<file path="config.mk">
export PLATFORM = sky130hd
export DESIGN_NAME = bf_console_flat
export DESIGN_NICKNAME = d
export VERILOG_FILES = /design/src/rtl/bf_console_if.sv /design/src/rtl/bf_console.sv /design/src/flat_wrapper.sv
export SDC_FILE = /design/constraint.sdc
export NUM_CORES = 1
export LEC_CHECK = 0
export BUFFER_PORTS_ARGS = -buffer_cell sky130_fd_sc_hd__buf_2
export CAP_MARGIN = 20
export CORE_ASPECT_RATIO = 0.9
export CORE_UTILIZATION = 55
export DETAILED_ROUTE_END_ITERATION = 10
export HOLD_SLACK_MARGIN = 0.15
export PLACE_DENSITY = 0.71
export SLEW_MARGIN = 5
export SYNTH_ARGS = -nofsm -noshare
export SYNTH_HDL_FRONTEND = slang
export SYNTH_SLANG_ARGS = --single-unit
</file>
<file path="constraint.sdc">
create_clock -name clock -period 3.8 [get_ports clock]
set_input_delay 0.76 -clock clock [delete_from_list [all_inputs] [get_ports clock]]
set_output_delay 0.76 -clock clock [all_outputs]
set_load 0.1 [all_outputs]
</file>
<file path="src/rtl/bf_console_if.sv">
// Core-side character I/O bundle between the bf core and its serial console.
interface bf_console_if;
    logic       print;
    logic [7:0] out;
    logic       kback;
    logic [7:0] keyb;
    logic       tx_full;

    modport master (output print, output out, output kback, input keyb, input tx_full);
    modport slave  (input print, input out, input kback, output keyb, output tx_full);
endinterface

</file>
<file path="src/rtl/bf_console.sv">
// UART 8N1 console for the bf core: print bytes go out through a TX FIFO,
// received bytes queue in an RX FIFO and are offered on keyb (0x00 = no key).
module bf_console #(
    parameter int CLK_HZ    = 25000000,
    parameter int BAUD      = 115200,
    parameter int FIFO_LOG2 = 4
) (
    input  logic         clock,
    input  logic         reset_n,
    bf_console_if.slave  core,
    output logic         txd,
    input  logic         rxd,
    output logic         tx_ovf,
    output logic         rx_ovf,
    output logic         rx_ferr
);
    localparam int DIV   = CLK_HZ / BAUD;
    localparam int DEPTH = 1 << FIFO_LOG2;
    localparam int CW    = $clog2(DIV);
    localparam logic [CW-1:0] DIV_M1  = CW'(DIV - 1);
    localparam logic [CW-1:0] HALF_M1 = CW'(DIV / 2 - 1);

    typedef enum logic [1:0] {IDLE, START, DATA, STOP} uart_state_t;

    logic [7:0]         tx_mem [DEPTH];
    logic [FIFO_LOG2:0] tx_wptr, tx_rptr;
    logic               tx_empty, tx_full, tx_push, tx_pop;
    uart_state_t        tx_state, tx_state_d;
    logic [CW-1:0]      tx_cnt, tx_cnt_d;
    logic [2:0]         tx_bit, tx_bit_d;
    logic [7:0]         tx_sh, tx_sh_d;
    logic               txd_d;

    assign tx_empty     = (tx_wptr == tx_rptr);
    assign tx_full      = (tx_wptr[FIFO_LOG2] != tx_rptr[FIFO_LOG2]) &&
                          (tx_wptr[FIFO_LOG2-1:0] == tx_rptr[FIFO_LOG2-1:0]);
    // A pop on the same edge frees a slot, so a full FIFO still takes the byte.
    assign tx_push      = core.print && (!tx_full || tx_pop);
    assign core.tx_full = tx_full;

    always_comb begin
        tx_state_d = tx_state;
        tx_cnt_d   = tx_cnt;
        tx_bit_d   = tx_bit;
        tx_sh_d    = tx_sh;
        tx_pop     = 1'b0;
        txd_d      = 1'b1;
        case (tx_state)
            IDLE: begin
                if (!tx_empty) begin
                    tx_pop     = 1'b1;
                    tx_sh_d    = tx_mem[tx_rptr[FIFO_LOG2-1:0]];
                    tx_cnt_d   = DIV_M1;
                    tx_state_d = START;
                end
            end
            START: begin
                txd_d = 1'b0;
                if (tx_cnt == '0) begin
                    tx_cnt_d   = DIV_M1;
                    tx_bit_d   = 3'd0;
                    tx_state_d = DATA;
                end else begin
                    tx_cnt_d = tx_cnt - 1'b1;
                end
            end
            DATA: begin
                txd_d = tx_sh[0];
                if (tx_cnt == '0) begin
                    tx_cnt_d = DIV_M1;
                    tx_sh_d  = {1'b0, tx_sh[7:1]};
                    if (tx_bit == 3'd7) tx_state_d = STOP;
                    else                tx_bit_d   = tx_bit + 1'b1;
                end else begin
                    tx_cnt_d = tx_cnt - 1'b1;
                end
            end
            STOP: begin
                if (tx_cnt == '0) tx_state_d = IDLE;
                else              tx_cnt_d   = tx_cnt - 1'b1;
            end
            default: tx_state_d = IDLE;
        endcase
    end

    // txd is registered from the current state so the line never glitches.
    always_ff @(posedge clock) begin
        if (!reset_n) begin
            tx_state <= IDLE;
            tx_cnt   <= '0;
            tx_bit   <= '0;
            tx_sh    <= '0;
            txd      <= 1'b1;
            tx_wptr  <= '0;
            tx_rptr  <= '0;
            tx_ovf   <= 1'b0;
        end else begin
            tx_state <= tx_state_d;
            tx_cnt   <= tx_cnt_d;
            tx_bit   <= tx_bit_d;
            tx_sh    <= tx_sh_d;
            txd      <= txd_d;
            if (tx_push) tx_wptr <= tx_wptr + 1'b1;
            if (tx_pop)  tx_rptr <= tx_rptr + 1'b1;
            if (core.print && tx_full && !tx_pop) tx_ovf <= 1'b1;
        end
    end

    always_ff @(posedge clock) begin
        if (tx_push) tx_mem[tx_wptr[FIFO_LOG2-1:0]] <= core.out;
    end

    logic [1:0]         rx_sync;
    logic               rs;
    logic [7:0]         rx_mem [DEPTH];
    logic [FIFO_LOG2:0] rx_wptr, rx_rptr, rx_wptr_d, rx_rptr_d;
    logic               rx_empty, rx_full, rx_push, rx_pop, rx_accept, rx_ferr_set, rx_take;
    uart_state_t        rx_state, rx_state_d;
    logic [CW-1:0]      rx_cnt, rx_cnt_d;
    logic [2:0]         rx_bit, rx_bit_d;
    logic [7:0]         rx_sh, rx_sh_d;
    logic               rx_armed, rx_armed_d;
    logic [7:0]         keyb_q, keyb_d;

    assign rs        = rx_sync[1];
    assign rx_empty  = (rx_wptr == rx_rptr);
    assign rx_full   = (rx_wptr[FIFO_LOG2] != rx_rptr[FIFO_LOG2]) &&
                       (rx_wptr[FIFO_LOG2-1:0] == rx_rptr[FIFO_LOG2-1:0]);
    assign rx_pop    = core.kback && !rx_empty;
    assign rx_take   = rx_accept && (rx_sh != 8'h00);
    assign rx_push   = rx_take && (!rx_full || rx_pop);
    assign rx_wptr_d = rx_push ? rx_wptr + 1'b1 : rx_wptr;
    assign rx_rptr_d = rx_pop  ? rx_rptr + 1'b1 : rx_rptr;
    assign core.keyb = keyb_q;

    // rx_armed blocks start detection until the line has been seen idle high.
    always_comb begin
        rx_state_d  = rx_state;
        rx_cnt_d    = rx_cnt;
        rx_bit_d    = rx_bit;
        rx_sh_d     = rx_sh;
        rx_armed_d  = rx_armed;
        rx_accept   = 1'b0;
        rx_ferr_set = 1'b0;
        case (rx_state)
            IDLE: begin
                if (rs) begin
                    rx_armed_d = 1'b1;
                end else if (rx_armed) begin
                    rx_cnt_d   = HALF_M1;
                    rx_state_d = START;
                end
            end
            START: begin
                if (rx_cnt == '0) begin
                    if (!rs) begin
                        rx_cnt_d   = DIV_M1;
                        rx_bit_d   = 3'd0;
                        rx_state_d = DATA;
                    end else begin
                        rx_state_d = IDLE;
                    end
                end else begin
                    rx_cnt_d = rx_cnt - 1'b1;
                end
            end
            DATA: begin
                if (rx_cnt == '0) begin
                    rx_cnt_d = DIV_M1;
                    rx_sh_d  = {rs, rx_sh[7:1]};
                    if (rx_bit == 3'd7) rx_state_d = STOP;
                    else                rx_bit_d   = rx_bit + 1'b1;
                end else begin
                    rx_cnt_d = rx_cnt - 1'b1;
                end
            end
            STOP: begin
                if (rx_cnt == '0) begin
                    rx_accept   = rs;
                    rx_ferr_set = !rs;
                    rx_armed_d  = rs;
                    rx_state_d  = IDLE;
                end else begin
                    rx_cnt_d = rx_cnt - 1'b1;
                end
            end
            default: rx_state_d = IDLE;
        endcase
    end

    // keyb tracks the head as it will be after this edge's push and pop.
    always_comb begin
        keyb_d = 8'h00;
        if (rx_wptr_d != rx_rptr_d) begin
            if (rx_push && (rx_rptr_d == rx_wptr)) keyb_d = rx_sh;
            else                                   keyb_d = rx_mem[rx_rptr_d[FIFO_LOG2-1:0]];
        end
    end

    always_ff @(posedge clock) begin
        if (!reset_n) begin
            rx_sync  <= 2'b11;
            rx_state <= IDLE;
            rx_cnt   <= '0;
            rx_bit   <= '0;
            rx_sh    <= '0;
            rx_armed <= 1'b0;
            rx_wptr  <= '0;
            rx_rptr  <= '0;
            keyb_q   <= 8'h00;
            rx_ovf   <= 1'b0;
            rx_ferr  <= 1'b0;
        end else begin
            rx_sync  <= {rx_sync[0], rxd};
            rx_state <= rx_state_d;
            rx_cnt   <= rx_cnt_d;
            rx_bit   <= rx_bit_d;
            rx_sh    <= rx_sh_d;
            rx_armed <= rx_armed_d;
            rx_wptr  <= rx_wptr_d;
            rx_rptr  <= rx_rptr_d;
            keyb_q   <= keyb_d;
            if (rx_take && rx_full && !rx_pop) rx_ovf  <= 1'b1;
            if (rx_ferr_set)                   rx_ferr <= 1'b1;
        end
    end

    always_ff @(posedge clock) begin
        if (rx_push) rx_mem[rx_wptr[FIFO_LOG2-1:0]] <= rx_sh;
    end
endmodule
</file>
<file path="src/flat_wrapper.sv">
// flat-port wrapper written by rule: the top's interface ports become plain ports
module bf_console_flat 
#(
    parameter int CLK_HZ    = 25000000,
    parameter int BAUD      = 115200,
    parameter int FIFO_LOG2 = 4
)
  (clock, reset_n, txd, rxd, tx_ovf, rx_ovf, rx_ferr, core_print, core_out, core_kback, core_keyb, core_tx_full);
  bf_console_if core_i ();
  input  logic clock;
  input  logic reset_n;
  output logic txd;
  input  logic rxd;
  output logic tx_ovf;
  output logic rx_ovf;
  output logic rx_ferr;
  input wire logic [$bits(core_i.print)-1:0] core_print;
  input wire logic [$bits(core_i.out)-1:0] core_out;
  input wire logic [$bits(core_i.kback)-1:0] core_kback;
  output wire logic [$bits(core_i.keyb)-1:0] core_keyb;
  output wire logic [$bits(core_i.tx_full)-1:0] core_tx_full;
  assign core_i.print = core_print;
  assign core_i.out = core_out;
  assign core_i.kback = core_kback;
  assign core_keyb = core_i.keyb;
  assign core_tx_full = core_i.tx_full;
  bf_console #(.CLK_HZ(CLK_HZ), .BAUD(BAUD), .FIFO_LOG2(FIFO_LOG2)) u_core (.clock(clock), .reset_n(reset_n), .core(core_i), .txd(txd), .rxd(rxd), .tx_ovf(tx_ovf), .rx_ovf(rx_ovf), .rx_ferr(rx_ferr));
endmodule
</file>
==> flow_results.xml <==
<?xml version="1.0" encoding="UTF-8"?>
<metrics>
  <group name="synthesis">
    <metric name="synth_largest_area_cell" unit="">edfxtp_1</metric>
    <metric name="synth_edf_count" unit="">256</metric>
    <metric name="synthesis.nets" unit="">1258</metric>
    <metric name="syn_avg_cell_area" unit="sq um">12.72</metric>
    <metric name="synth.yosys.seq_area_share" unit="">0.6008</metric>
    <metric name="syn_inst" unit="">1218</metric>
    <metric name="synth-async-reset-ratio" unit="">0</metric>
    <metric name="netlist_area" unit="sq um">15490</metric>
    <metric name="synth.distinct_cells" unit="">66</metric>
    <metric name="flip_flop_cell_with_the_highest_count_after_synthesis" unit="">edfxtp_1</metric>
    <metric name="synth-seq-cells" unit="">337</metric>
    <metric name="netlist_top_cells_area" unit="">edfxtp_1, dfxtp_1, mux4_2, mux2i_1, nor2_1</metric>
    <metric name="synth_top_cell_area_share" unit="">0.4962</metric>
    <metric name="yosysWarningCount" unit="">0</metric>
  </group>
  <group name="route">
    <metric name="via_per_inst" unit="">6.265</metric>
    <metric name="1st_pass_router_iterations" unit="">7</metric>
    <metric name="drcViolationCount" unit="">0</metric>
    <metric name="wl_per_cell" unit="um">22.37</metric>
    <metric name="antenna_left" unit="">0</metric>
    <metric name="wirelength" unit="um">36510</metric>
    <metric name="route.vias.total" unit="">10225</metric>
    <metric name="drt_iter0_markers" unit="">1236</metric>
  </group>
  <group name="critical_path">
    <metric name="required" unit="ns">3.99</metric>
    <metric name="rr_startpoint" unit="">u_core.rx_cnt[2]</metric>
    <metric name="critPathLaunchType" unit="">register</metric>
    <metric name="critical_path.max_fanout" unit="">11</metric>
    <metric name="worst-r2r-setup-slack" unit="ns">0.25</metric>
    <metric name="setup.worst_path.class" unit="">register to register</metric>
    <metric name="worstSetupEndpointType" unit="">register</metric>
    <metric name="worstReg2RegEnd" unit="">u_core.rx_mem[1][5]</metric>
    <metric name="timing.critical_path.arrival" unit="ns">3.74</metric>
    <metric name="worst-r2r-cell-count" unit="">5</metric>
  </group>
  <group name="power">
    <metric name="static-leakage-power" unit="nW">6.081</metric>
    <metric name="ir_drop_worst_vdd" unit="mV">0.7050</metric>
    <metric name="power.density" unit="nW/um^2">614.4</metric>
    <metric name="total_power_consumption_of_the_routed_design" unit="W">0.01066</metric>
  </group>
  <group name="placed_design">
    <metric name="place_congestion" unit="">0.8894</metric>
    <metric name="io_buffer_count" unit="">25</metric>
    <metric name="dpl.cell_count" unit="">1568</metric>
    <metric name="placed_wire_length_estimate_after_detailed_placement" unit="um">23580</metric>
  </group>
  <group name="die">
    <metric name="die-area" unit="sq um">28850</metric>
    <metric name="die_x_extent" unit="um">178.9</metric>
    <metric name="coreArea" unit="sq um">27310</metric>
    <metric name="core.rowCount" unit="">57</metric>
    <metric name="floorplan.initialDensity" unit="">0.5672</metric>
    <metric name="ioPinCount" unit="">26</metric>
    <metric name="floorplan.die.height" unit="um">161.2</metric>
  </group>
  <group name="finish">
    <metric name="multiInputGateArea" unit="sq um">5811</metric>
    <metric name="area_used_by_sequential_logic_in_the_layout" unit="sq um">9311</metric>
    <metric name="area.growth.synth_to_final" unit="%">11.99</metric>
    <metric name="final_net_count" unit="">1291</metric>
    <metric name="fillers" unit="">2014</metric>
    <metric name="diodes" unit="">0</metric>
    <metric name="post_route_cells_drive_above_1_share" unit="">0.1510</metric>
    <metric name="stdcell_count" unit="">1632</metric>
  </group>
  <group name="grt">
    <metric name="met1_usage" unit="">0.4222</metric>
    <metric name="track_usage" unit="">0.2621</metric>
    <metric name="antenna_violations_before_repair" unit="">0</metric>
    <metric name="grtUsageMet2" unit="">0.3596</metric>
    <metric name="global_route_wire_length_before_repair" unit="um">56730</metric>
    <metric name="use_met3" unit="">0.05697</metric>
    <metric name="pin_count_of_the_biggest_net_entering_global_routing" unit="">71</metric>
    <metric name="via_count_of_the_first_global_routing_pass" unit="">9582</metric>
    <metric name="global_route.peak_usage_layer" unit="">met1</metric>
    <metric name="grt-ovfl-total" unit="">0</metric>
  </group>
  <group name="sta">
    <metric name="layout_min_cycle_time" unit="ns">3.549</metric>
    <metric name="slew-limit-headroom" unit="">0.2419</metric>
    <metric name="period_share" unit="">0.9339</metric>
    <metric name="hold_viol_final" unit="">0</metric>
    <metric name="fmax" unit="GHz">0.2818</metric>
    <metric name="setup_viol" unit="">0</metric>
    <metric name="final.setup.tns" unit="ns">0</metric>
    <metric name="timing_max_transition_violations_final" unit="">0</metric>
    <metric name="worst_tran_pin_value" unit="ns">1.129</metric>
    <metric name="fin_skew" unit="ns">0.02032</metric>
    <metric name="rsz_0062_raised_after_global_routing" unit="">no</metric>
  </group>
  <group name="status">
    <metric name="outcome" unit="">complete, no violations</metric>
  </group>
  <group name="cts">
    <metric name="clock_latency" unit="ns">0.54</metric>
    <metric name="cts_tree" unit="">done</metric>
    <metric name="cts-root-to-sink-buffers" unit="">3</metric>
    <metric name="cts_max_level" unit="">2</metric>
    <metric name="postCtsSetupBuffers" unit="">0</metric>
    <metric name="ctsRootBufferMaster" unit="">clkbuf_16</metric>
    <metric name="cts.reportedPaths.clkPinSlew" unit="ns">0.06</metric>
    <metric name="cts.sinks" unit="">337</metric>
    <metric name="post_cts_hold_buffer_count" unit="">0</metric>
    <metric name="cts_made_buffers" unit="">35</metric>
    <metric name="ctsResizeCount" unit="">0</metric>
  </group>
  <group name="job">
    <metric name="cap_viol_max_count" unit="">0</metric>
  </group>
  <group name="worst_hold_path">
    <metric name="worst_hold_path.num_cells" unit="">1</metric>
    <metric name="hold-path-endpoint" unit="">u_core.rx_sync[1]</metric>
    <metric name="timing.hold.worst.class" unit="">register to register</metric>
    <metric name="timing.hold.worst.start" unit="">u_core.rx_sync[0]</metric>
  </group>
</metrics>
## critical path, stage by stage (launching register included)
cell and delay [ns]:
dfxtp_1 0.34, or4_4 0.57, or4b_4 0.63, a211oi_2 0.54, nor3b_1 0.66, and2_1 0.46
## cell families after synthesis
kind of cell	count (synthesis)	share of synthesized area
muxes	88	0.08923
and+or+nand+nor	391	0.1315
buffers and inverters	103	0.02584
AOI/OAI and AO/OA	235	0.1085
xor gates and xnor gates	37	0.02229
adders and majority gates	27	0.02180
DFF	337	0.6008
## cell type report
| class | count | area share |
|---|---|---|
| multi-input combinational | 778 | 0.3349 |
| timing repair buffer | 75 | 0.02884 |
| tap | 354 | 0.02553 |
| clock inverter | 20 | 0.01421 |
| inverter | 24 | 0.005192 |
| clock buffer | 44 | 0.05473 |
| sequential | 337 | 0.5366 |
## layer usage
layer  vias to the layer above  share of wire  wire, um
met2                       466           0.42     15440
li1                       4710              -         -
met4                         0          0.017       620
met3                        53          0.096      3515
met1                      4996           0.46     16940
met5                         -              0         0
## registers in the layout (all words and copies together) (netlist names), 5 cells and up, named ones only
| name | flops |
|---|---|
| u_core.rx_mem | 128 |
| u_core.tx_mem | 128 |
| u_core.core.keyb | 8 |
| u_core.rx_cnt | 8 |
| u_core.rx_sh | 8 |
| u_core.tx_cnt | 8 |
| u_core.tx_sh | 8 |
| u_core.rx_rptr | 5 |
| u_core.rx_wptr | 5 |
| u_core.tx_rptr | 5 |
| u_core.tx_wptr | 5 |
## cell usage after synthesis, drive strengths merged (3+ instances only)
| cell type | count |
|---|---|
| a2111oi | 3 |
| a211oi | 32 |
| a21boi | 15 |
| a21oi | 77 |
| a221o | 14 |
| a31o | 3 |
| a31oi | 4 |
| a32oi | 3 |
| and2 | 22 |
| and3 | 6 |
| buf | 13 |
| clkbuf | 66 |
| dfxtp | 81 |
| edfxtp | 256 |
| ha | 27 |
| inv | 24 |
| mux2i | 47 |
| mux4 | 40 |
| nand2 | 66 |
| nand2b | 11 |
| nand3 | 46 |
| nand3b | 30 |
| nand4 | 10 |
| nor2 | 109 |
| nor2b | 17 |
| nor3 | 16 |
| nor3b | 30 |
| o2111ai | 14 |
| o211a | 9 |
| o211ai | 3 |
| o21a | 3 |
| o21ai | 24 |
| o221a | 4 |
| o311ai | 14 |
| o31ai | 3 |
| or2 | 3 |
| or3 | 14 |
| or4 | 4 |
| xnor2 | 25 |
| xor2 | 11 |
## per-stage QoR
stage / cell area, sq um / setup WS, ns / hold slack (ns) / util
after global routing: 17350 / 0.1371 / 0.4512 / 0.6352
after global placement: 16160 / 0.4516 / 0.3919 / 0.5915
final: 17350 / 0.2513 / 0.4065 / 0.6352
after detailed placement: 16160 / 0.3355 / 0.3932 / 0.5915
after floorplan: 15490 / 0.6228 / 0.3863 / -
after CTS: 17350 / 0.3350 / 0.4070 / 0.6352
## how the worst max path moves through the flow
| stage | from | to | slack [ns] |
|---|---|---|---|
| 2_1_floorplan | u_core.rx_cnt[2] | u_core.rx_mem[4][0] | 0.62 |
| 3_3_place_gp | u_core.rx_cnt[2] | u_core.rx_mem[2][5] | 0.45 |
| 3_5_place_dp | u_core.rx_cnt[2] | u_core.rx_mem[3][5] | 0.34 |
| 4_1_cts | u_core.rx_cnt[2] | u_core.rx_mem[3][2] | 0.33 |
| 5_1_grt | u_core.rx_cnt[2] | u_core.rx_mem[3][0] | 0.14 |
| 6_report | u_core.rx_cnt[2] | u_core.rx_mem[1][5] | 0.25 |
## power breakdown
part | internal [W] | leakage [nW] | total (W) | switching, W
Combinational | 0.00115 | 2.50 | 0.00290 | 0.00175
Clock | 0.00208 | 0.583 | 0.00355 | 0.00146
Sequential | 0.00410 | 3.00 | 0.00421 | 0.000119
## placed cells by master, fill, tap and decap left out, types with 24 or more instances in the layout
cell	Yosys	final
ha_1	27	27
dfxtp_1	81	79
inv_1	24	24
nand2_1	66	66
buf_4	0	50
nand3b_1	30	30
nor3b_1	30	30
mux4_2	40	40
nor2_1	108	108
nand3_1	46	46
clkbuf_16	0	35
buf_2	5	25
mux2i_1	47	46
a211oi_1	31	31
a21oi_1	77	76
edfxtp_1	256	256
(Power assumes the default switching activity.)
